<file path="src/rtl/mult_pkg.sv">
// rtl/mult_pkg.sv - state encodings and default widths for the shift-add multiplier control
package mult_pkg;

  localparam int N_DEFAULT = 4;

  function automatic int acc_width(input int n);
    return 2 * n + 1;
  endfunction

  // Accumulator width: N upper bits for the partial sum, one carry bit, N multiplier bits.
  localparam int MULT_W = acc_width(N_DEFAULT);

  typedef enum logic [2:0] {
    S_IDLE  = 3'd0,
    S_LOAD  = 3'd1,
    S_TEST  = 3'd2,
    S_SHIFT = 3'd3,
    S_DONE  = 3'd4
  } state_t;

endpackage

</file>
<file path="src/rtl/mult_control_if.sv">
// rtl/mult_control_if.sv - control/status signals between start logic, ACC and mult_control; Busy only with MULT_CTRL_BUSY_EN
interface mult_control_if;

  logic St;
  logic M;
  logic Load;
  logic Sh;
  logic Ad;
  logic Done;
`ifdef MULT_CTRL_BUSY_EN
  logic Busy;

  modport master (output St, M, input Load, Sh, Ad, Done, Busy);
  modport slave  (input St, M, output Load, Sh, Ad, Done, Busy);
`else
  modport master (output St, M, input Load, Sh, Ad, Done);
  modport slave  (input St, M, output Load, Sh, Ad, Done);
`endif

endinterface

</file>
<file path="src/rtl/mult_step_counter.sv">
// rtl/mult_step_counter.sv - shift-step counter; last_o flags the final multiplier bit
module mult_step_counter #(
  parameter int N = 4
) (
  input  logic Clk,
  input  logic Rst,
  input  logic clr_i,
  input  logic inc_i,
  output logic last_o
);

  localparam int CNT_W = $clog2(N);

  logic [CNT_W-1:0] cnt_q;
  logic [CNT_W-1:0] cnt_d;

  always_comb begin
    cnt_d = cnt_q;
    if (clr_i) begin
      cnt_d = '0;
    end else if (inc_i) begin
      cnt_d = cnt_q + CNT_W'(1);
    end
  end

  always_ff @(posedge Clk) begin
    if (Rst) begin
      cnt_q <= '0;
    end else begin
      cnt_q <= cnt_d;
    end
  end

  assign last_o = (cnt_q == CNT_W'(N - 1));

endmodule

</file>
<file path="src/rtl/mult_control.sv">
// rtl/mult_control.sv - Load/Sh/Ad sequencer for the shift-add multiplier ACC
// Optional Busy output when MULT_CTRL_BUSY_EN is defined.
module mult_control
  import mult_pkg::*;
#(
  parameter int N = N_DEFAULT
) (
  input  logic           Clk,
  input  logic           Rst,
  mult_control_if.slave  bus
);

  state_t state_q;
  state_t state_d;

  logic load;
  logic sh;
  logic ad;
  logic done;
  logic cnt_clr;
  logic cnt_inc;
  logic cnt_last;

  mult_step_counter #(
    .N (N)
  ) u_step_counter (
    .Clk    (Clk),
    .Rst    (Rst),
    .clr_i  (cnt_clr),
    .inc_i  (cnt_inc),
    .last_o (cnt_last)
  );

  always_ff @(posedge Clk) begin
    if (Rst) begin
      state_q <= S_IDLE;
    end else begin
      state_q <= state_d;
    end
  end

  // S_TEST is Mealy on M: a set bit costs an extra S_SHIFT cycle after the add.
  always_comb begin
    state_d = S_IDLE;
    load    = 1'b0;
    sh      = 1'b0;
    ad      = 1'b0;
    done    = 1'b0;
    cnt_clr = 1'b0;
    cnt_inc = 1'b0;
    case (state_q)
      S_IDLE: begin
        state_d = bus.St ? S_LOAD : S_IDLE;
      end
      S_LOAD: begin
        load    = 1'b1;
        cnt_clr = 1'b1;
        state_d = S_TEST;
      end
      S_TEST: begin
        if (bus.M) begin
          ad      = 1'b1;
          state_d = S_SHIFT;
        end else begin
          sh      = 1'b1;
          cnt_inc = 1'b1;
          state_d = cnt_last ? S_DONE : S_TEST;
        end
      end
      S_SHIFT: begin
        sh      = 1'b1;
        cnt_inc = 1'b1;
        state_d = cnt_last ? S_DONE : S_TEST;
      end
      S_DONE: begin
        done    = 1'b1;
        state_d = S_IDLE;
      end
      default: begin
        state_d = S_IDLE;
      end
    endcase
  end

  assign bus.Load = load;
  assign bus.Sh   = sh;
  assign bus.Ad   = ad;
  assign bus.Done = done;

`ifdef MULT_CTRL_BUSY_EN
  assign bus.Busy = (state_q != S_IDLE);
`endif

endmodule
</file>
<file path="src/flat_wrapper.sv">
// flat-port wrapper written by rule: the top's interface ports become plain ports
module mult_control_flat import mult_pkg::*;
#(
  parameter int N = N_DEFAULT
)
  (Clk, Rst, bus_St, bus_M, bus_Load, bus_Sh, bus_Ad, bus_Done);
  mult_control_if bus_i ();
  input  logic Clk;
  input  logic Rst;
  input wire logic [$bits(bus_i.St)-1:0] bus_St;
  input wire logic [$bits(bus_i.M)-1:0] bus_M;
  output wire logic [$bits(bus_i.Load)-1:0] bus_Load;
  output wire logic [$bits(bus_i.Sh)-1:0] bus_Sh;
  output wire logic [$bits(bus_i.Ad)-1:0] bus_Ad;
  output wire logic [$bits(bus_i.Done)-1:0] bus_Done;
  assign bus_i.St = bus_St;
  assign bus_i.M = bus_M;
  assign bus_Load = bus_i.Load;
  assign bus_Sh = bus_i.Sh;
  assign bus_Ad = bus_i.Ad;
  assign bus_Done = bus_i.Done;
  mult_control #(.N(N)) u_core (.Clk(Clk), .Rst(Rst), .bus(bus_i));
endmodule
</file>
<file path="config.mk">
export PLATFORM = sky130hd
export DESIGN_NAME = mult_control_flat
export DESIGN_NICKNAME = d
export VERILOG_FILES = /design/src/rtl/mult_pkg.sv /design/src/rtl/mult_control_if.sv /design/src/rtl/mult_step_counter.sv /design/src/rtl/mult_control.sv /design/src/flat_wrapper.sv
export SDC_FILE = /design/constraint.sdc
export NUM_CORES = 1
export LEC_CHECK = 0
export ABC_AREA = 1
export CAP_MARGIN = 20
export CORE_AREA = 4 4 41 43
export DETAILED_ROUTE_END_ITERATION = 8
export DIE_AREA = 0 0 45 47
export GPL_ROUTABILITY_DRIVEN = 0
export PLACE_DENSITY = 0.38
export SLEW_MARGIN = 10
export SYNTH_ARGS = -nofsm -noshare
export SYNTH_HDL_FRONTEND = slang
export SYNTH_HIERARCHICAL = 1
export SYNTH_SLANG_ARGS = --single-unit
</file>
<file path="constraint.sdc">
create_clock -name Clk -period 2.6 [get_ports Clk]
set_clock_uncertainty 0.1 [all_clocks]
set_input_delay 0.52 -clock Clk [delete_from_list [all_inputs] [get_ports Clk]]
set_output_delay 0.52 -clock Clk [all_outputs]
set_load 0.1 [all_outputs]
</file>
### After elaboration in Yosys (flattened, before gate mapping)

Index checks and enable logic that the tools add are counted.

| cells by class | value |
|---|---|
| $add $sub $neg | 1 |
| equal/unequal tests | 5 |
| muxes and demuxes | 10 |
| reductions and logical operators | 2 |

Operator list:

| kind | count |
|---|---|
| case mux 3 bit (4 select lines) | 1 |
| == test 3 x 2 -> 1 bit, second input constant | 2 |
| 2-to-1 mux 1 bit | 6 |
| 2-to-1 mux 3 bit | 2 |
| == test 3 x 1 -> 1 bit, second input constant | 1 |
| == test 3 bit, second input constant | 1 |
| zero test 3 bit | 1 |
| adder 2 x 1 -> 2 bit, second input constant | 1 |
| == test 2 bit, second input constant | 1 |
| case mux 1 bit (2 select lines) | 1 |
| OR reduction 2 bit | 1 |

| word-level totals | value |
|---|---|
| register bits after elaboration | 5 |
| output and inout port bits | 4 |
| word-level logic and storage cells | 20 |

### Longest topological paths before layout

| logic depth | value |
|---|---|
| depth in word-level cells | 4 |
| mapped depth | 7 |
| depth with buffers taken out | 7 |

### By module

Netlist, hierarchy kept.

By module, submodules not included:

| module | times used | cells each | area an instance (um^2) |
|---|---|---|---|
| mult_control | 1 | 25 | 167.7 |
| mult_step_counter | 1 | 13 | 95.1 |

### Least setup slack after synthesis

No wires, ideal clock.

| timing | value |
|---|---|
| kind | reg-to-output |
| start | register u_core.state_q[2] |
| end | output port bus_Done |
| arrival | 2.470 ns |
| data required time | 1.980 ns |
| slack | -0.490 ns |
| stages on the path, launching flop included | 3 |
| path buffers | 0 |
| path through | dfxtp_1 inv_1 nor3_1 |

| on the way | value |
|---|---|
| longest elaborated chain between the ends | 2 |

Ends and longest elaborated chain:

| element | line | text |
|---|---|---|
| start: declaration | mult_control.sv:13 | `state_t state_q;` |
| start signal: assignment | mult_control.sv:38 | `state_q <= state_d;` |
| == test 3 bit | mult_control.sv:51 | `case (state_q)` |
| 2-to-1 mux 1 bit | mult_control.sv:51 |  |
| end: declaration | flat_wrapper.sv:15 | `output wire logic [$bits(bus_i.Done)-1:0] bus_Done;` |

No other way between the ends.

### Final worst setup path

| timing | value |
|---|---|
| start | input port bus_M |
| end | output port bus_Sh |

| on the way | value |
|---|---|
| longest elaborated chain between the ends | 2 |

Ends and longest elaborated chain:

| element | line | text |
|---|---|---|
| start: declaration | flat_wrapper.sv:11 | `input wire logic [$bits(bus_i.M)-1:0] bus_M;` |
| 2-to-1 mux 1 bit | mult_control.sv:61 | `if (bus.M) begin` |
| case mux 1 bit (2 select lines) | mult_control.sv:51 |  |
| end: declaration | flat_wrapper.sv:13 | `output wire logic [$bits(bus_i.Sh)-1:0] bus_Sh;` |

No other way between the ends.

==> summary.txt <==
Outcome
  • Status: complete, no violations

Placed design
  • I/O Buffers: 7
  • Final HPWL DP: 478 um

Final layout
  • # nets final: 55
  • Antenna cells: 0
  • Area growth syn-to-layout: 51.4%
  • Fill cells: 150
  • Share of cells above drive strength 1: 0.286

STA
  • Worst rel slew slack: 0.815
  • RSZ-0062 raised after global routing: no
  • Final setup fails: 0
  • Slew Limit Fails: 0
  • Min Tclk post-route: 2.23 ns
  • Hold WS: 0.393 ns
  • Fmax: 449 MHz
  • Final Hold Vio Count: 0
  • Worst Max-Slew Pin Slew: 0.279 ns
  • Final TNS setup: 0 ns
  • Final Cycle Share: 0.857

Floorplanning
  • Die Area: 2120 um2
  • Core area: 1300 um2
  • Starting Density: 0.202
  • Site Rows: 13
  • Top Ports: 8
  • Die width: ~45 um
  • DIE HEIGHT: 47 um

Setup path
  • CP dominant cell by count: inv_1
  • Critical path peak fanout: 5
  • Crit-path cells: clkdlybuf4s50_1, inv_1, o21ai_1, inv_1, buf_12
  • CP Capture Type: output port
  • Critical Path AT: 1.61 ns
  • Buf/Inv on CP: 4
  • Crit path max-delay family: buffers and inverters
  • CP peak stage delay: 0.45 ns
  • Critical path class: input pin to output port
  • Critical Path RT: 1.98 ns
  • Crit path max-delay cell type: clkdlybuf4s50_1
  • Crit path launch type: input pin

Worst hold path
  • Hold crit path type: register to register

Logic synthesis
  • Synth Instances: 38
  • Post-synth EDFFs: 0
  • Largest cells by area after synthesis: dfxtp_1 (38%), inv_1 (13%), nand3_1 (7.6%)
  • Top-count cell post-synth: inv_1
  • Synth Cell Area: 263 um2
  • Distinct cells, synth: 14
  • Sequential-to-total area share from yosys stat: 0.381
  • Syn avg cell area: roughly 6.9 um2
  • FF+latch count, synth: 5
  • Post-synth top cells: inv_1 (9), dfxtp_1 (5), nand2_1 (5), nor2_1 (5), nand3_1 (4)
  • Yosys warns: 6
  • Synth async-reset ratio: 0
  • Area fraction of the dominant cell type after synthesis: 0.381
  • Post-Syn Nets: 43
  • Commonest register cell after synthesis: dfxtp_1
  • Largest area contributor in the netlist: dfxtp_1

Clock tree
  • Root Buffer: clkbuf_4
  • Max clock buf depth: 2
  • Hold-fix buffers, CTS: 0
  • Clock-pin slew on the worst setup and hold paths: 0.04 ns
  • Insertion delay to the later sink of the worst-skew pair: 0.24 ns
  • Number of gates resized after CTS: 0
  • CTS Buf Count: 3
  • H-tree depth: 1
  • TritonCTS clock tree: done
  • Post-CTS Setup Bufs: 0
  • Sink Count: 5

Drt
  • DR iter-0 viols: 3
  • Post-Route WL: between 500 and 600 um
  • Pre-antenna DRT Iters: 3
  • Residual DRC: 0
  • Via count: ~250
  • Avg WL per Cell: 8.98 um
  • Vias per cell: 3.94
  • ANT nets after route: 0

Global route
  • GRT Total Usage: 0.0711
  • Largest net degree at the start of global routing: 6
  • Initial antenna violation count: 0
  • GRT Residual Overflow: 0
  • First-pass GRT wire length: 1.04 mm
  • Vias in the first global route: about 260

Flow run
  • Max-cap violations: 0

Power
  • Power density over the cells: 684 nW/um2
  • Final Total Pwr: 0.272 mW
  • LEAKAGE: 0.200 nW
  • Peak supply drop: 0.311 mV
-- metal layers --
metal  GRT usage  part of all wire  vias up
met4      0.0702            0.0070        0
met3      0.0268             0.090        2
met2       0.105              0.45        7
met1      0.0773              0.46      107
met5           0                 0        -
li1            -                 -      136
-- worst register-to-register path, cell delays in order, from the launching register on --
cell and delay, ns:
dfxtp_1 0.41, inv_2 0.07, nor2_4 0.09, o21ai_1 0.11
inv_1 0.20, nand2_1 0.09, nand2_1 0.07, nor2_2 0.03
-- layout make-up --
| class | count | area [um2] | share of cell area |
|---|---|---|---|
| flip-flops and latches | 5 | 100 | 0.252 |
| repair buffers | 7 | 85.1 | 0.214 |
| clock buffers | 4 | 26.3 | 0.0660 |
| well taps | 15 | 18.8 | 0.0472 |
| multi-input cells | 23 | 130 | 0.327 |
| inverters | 10 | 37.5 | 0.0943 |
-- final timing paths --
| check | start | endpoint | slack [ns] | cells after the start |
|---|---|---|---|---|
| max | bus_M | bus_Sh | 0.37 | 5 |
| min | u_core/u_step_counter/cnt_q[1] | u_core/u_step_counter/cnt_q[1] | 0.39 | 2 |
| max reg2reg | u_core/state_q[1] | u_core/u_step_counter/cnt_q[1] | 1.33 | 7 |
| min reg2reg | u_core/u_step_counter/cnt_q[1] | u_core/u_step_counter/cnt_q[1] | 0.39 | 2 |
-- cell families (layout without fill, tap and decap cells) --
| logic type | Yosys count | in the layout | share of synthesized area |
|---|---|---|---|
| flip-flops | 5 | 5 | 0.381 |
| adder cells (fa/ha/maj) | 1 | 1 | 0.0476 |
| AND/OR/NAND/NOR | 20 | 20 | 0.390 |
| AO/OA/AOI/OAI | 2 | 2 | 0.0381 |
| buffers and inverters | 10 | 21 | 0.143 |
-- metrics by stage --
stage	cell area, um2	util	cells	setup slack [ns]
floorplan	268	-	38	0.372
global placement	372	0.286	60	0.397
detailed placement	372	0.286	60	0.377
CTS	398	0.306	64	0.353
global route	398	0.306	64	0.278
finish	398	0.306	64	0.373
-- flip-flops by register name, summed over array words and instances (netlist names) --
name and cells:
u_core/u_step_counter/cnt_q 2, u_core/state_q 3
-- power breakdown --
part,switching [mW],internal (mW)
registers,0.00776,0.0841
clock network,0.0309,0.0580
logic,0.0610,0.0306
total,0.0996,0.173
-- layout by cell type, fill, tap and decap left out, drive strengths merged --
cell           count
a21oi              1
nor2               8
dfxtp              5
ha                 1
buf                4
inv               10
o21ai              1
nand3              4
clkbuf             4
nand2              6
clkdlybuf4s50      3
nor3               2
(Power assumes the default switching activity.)
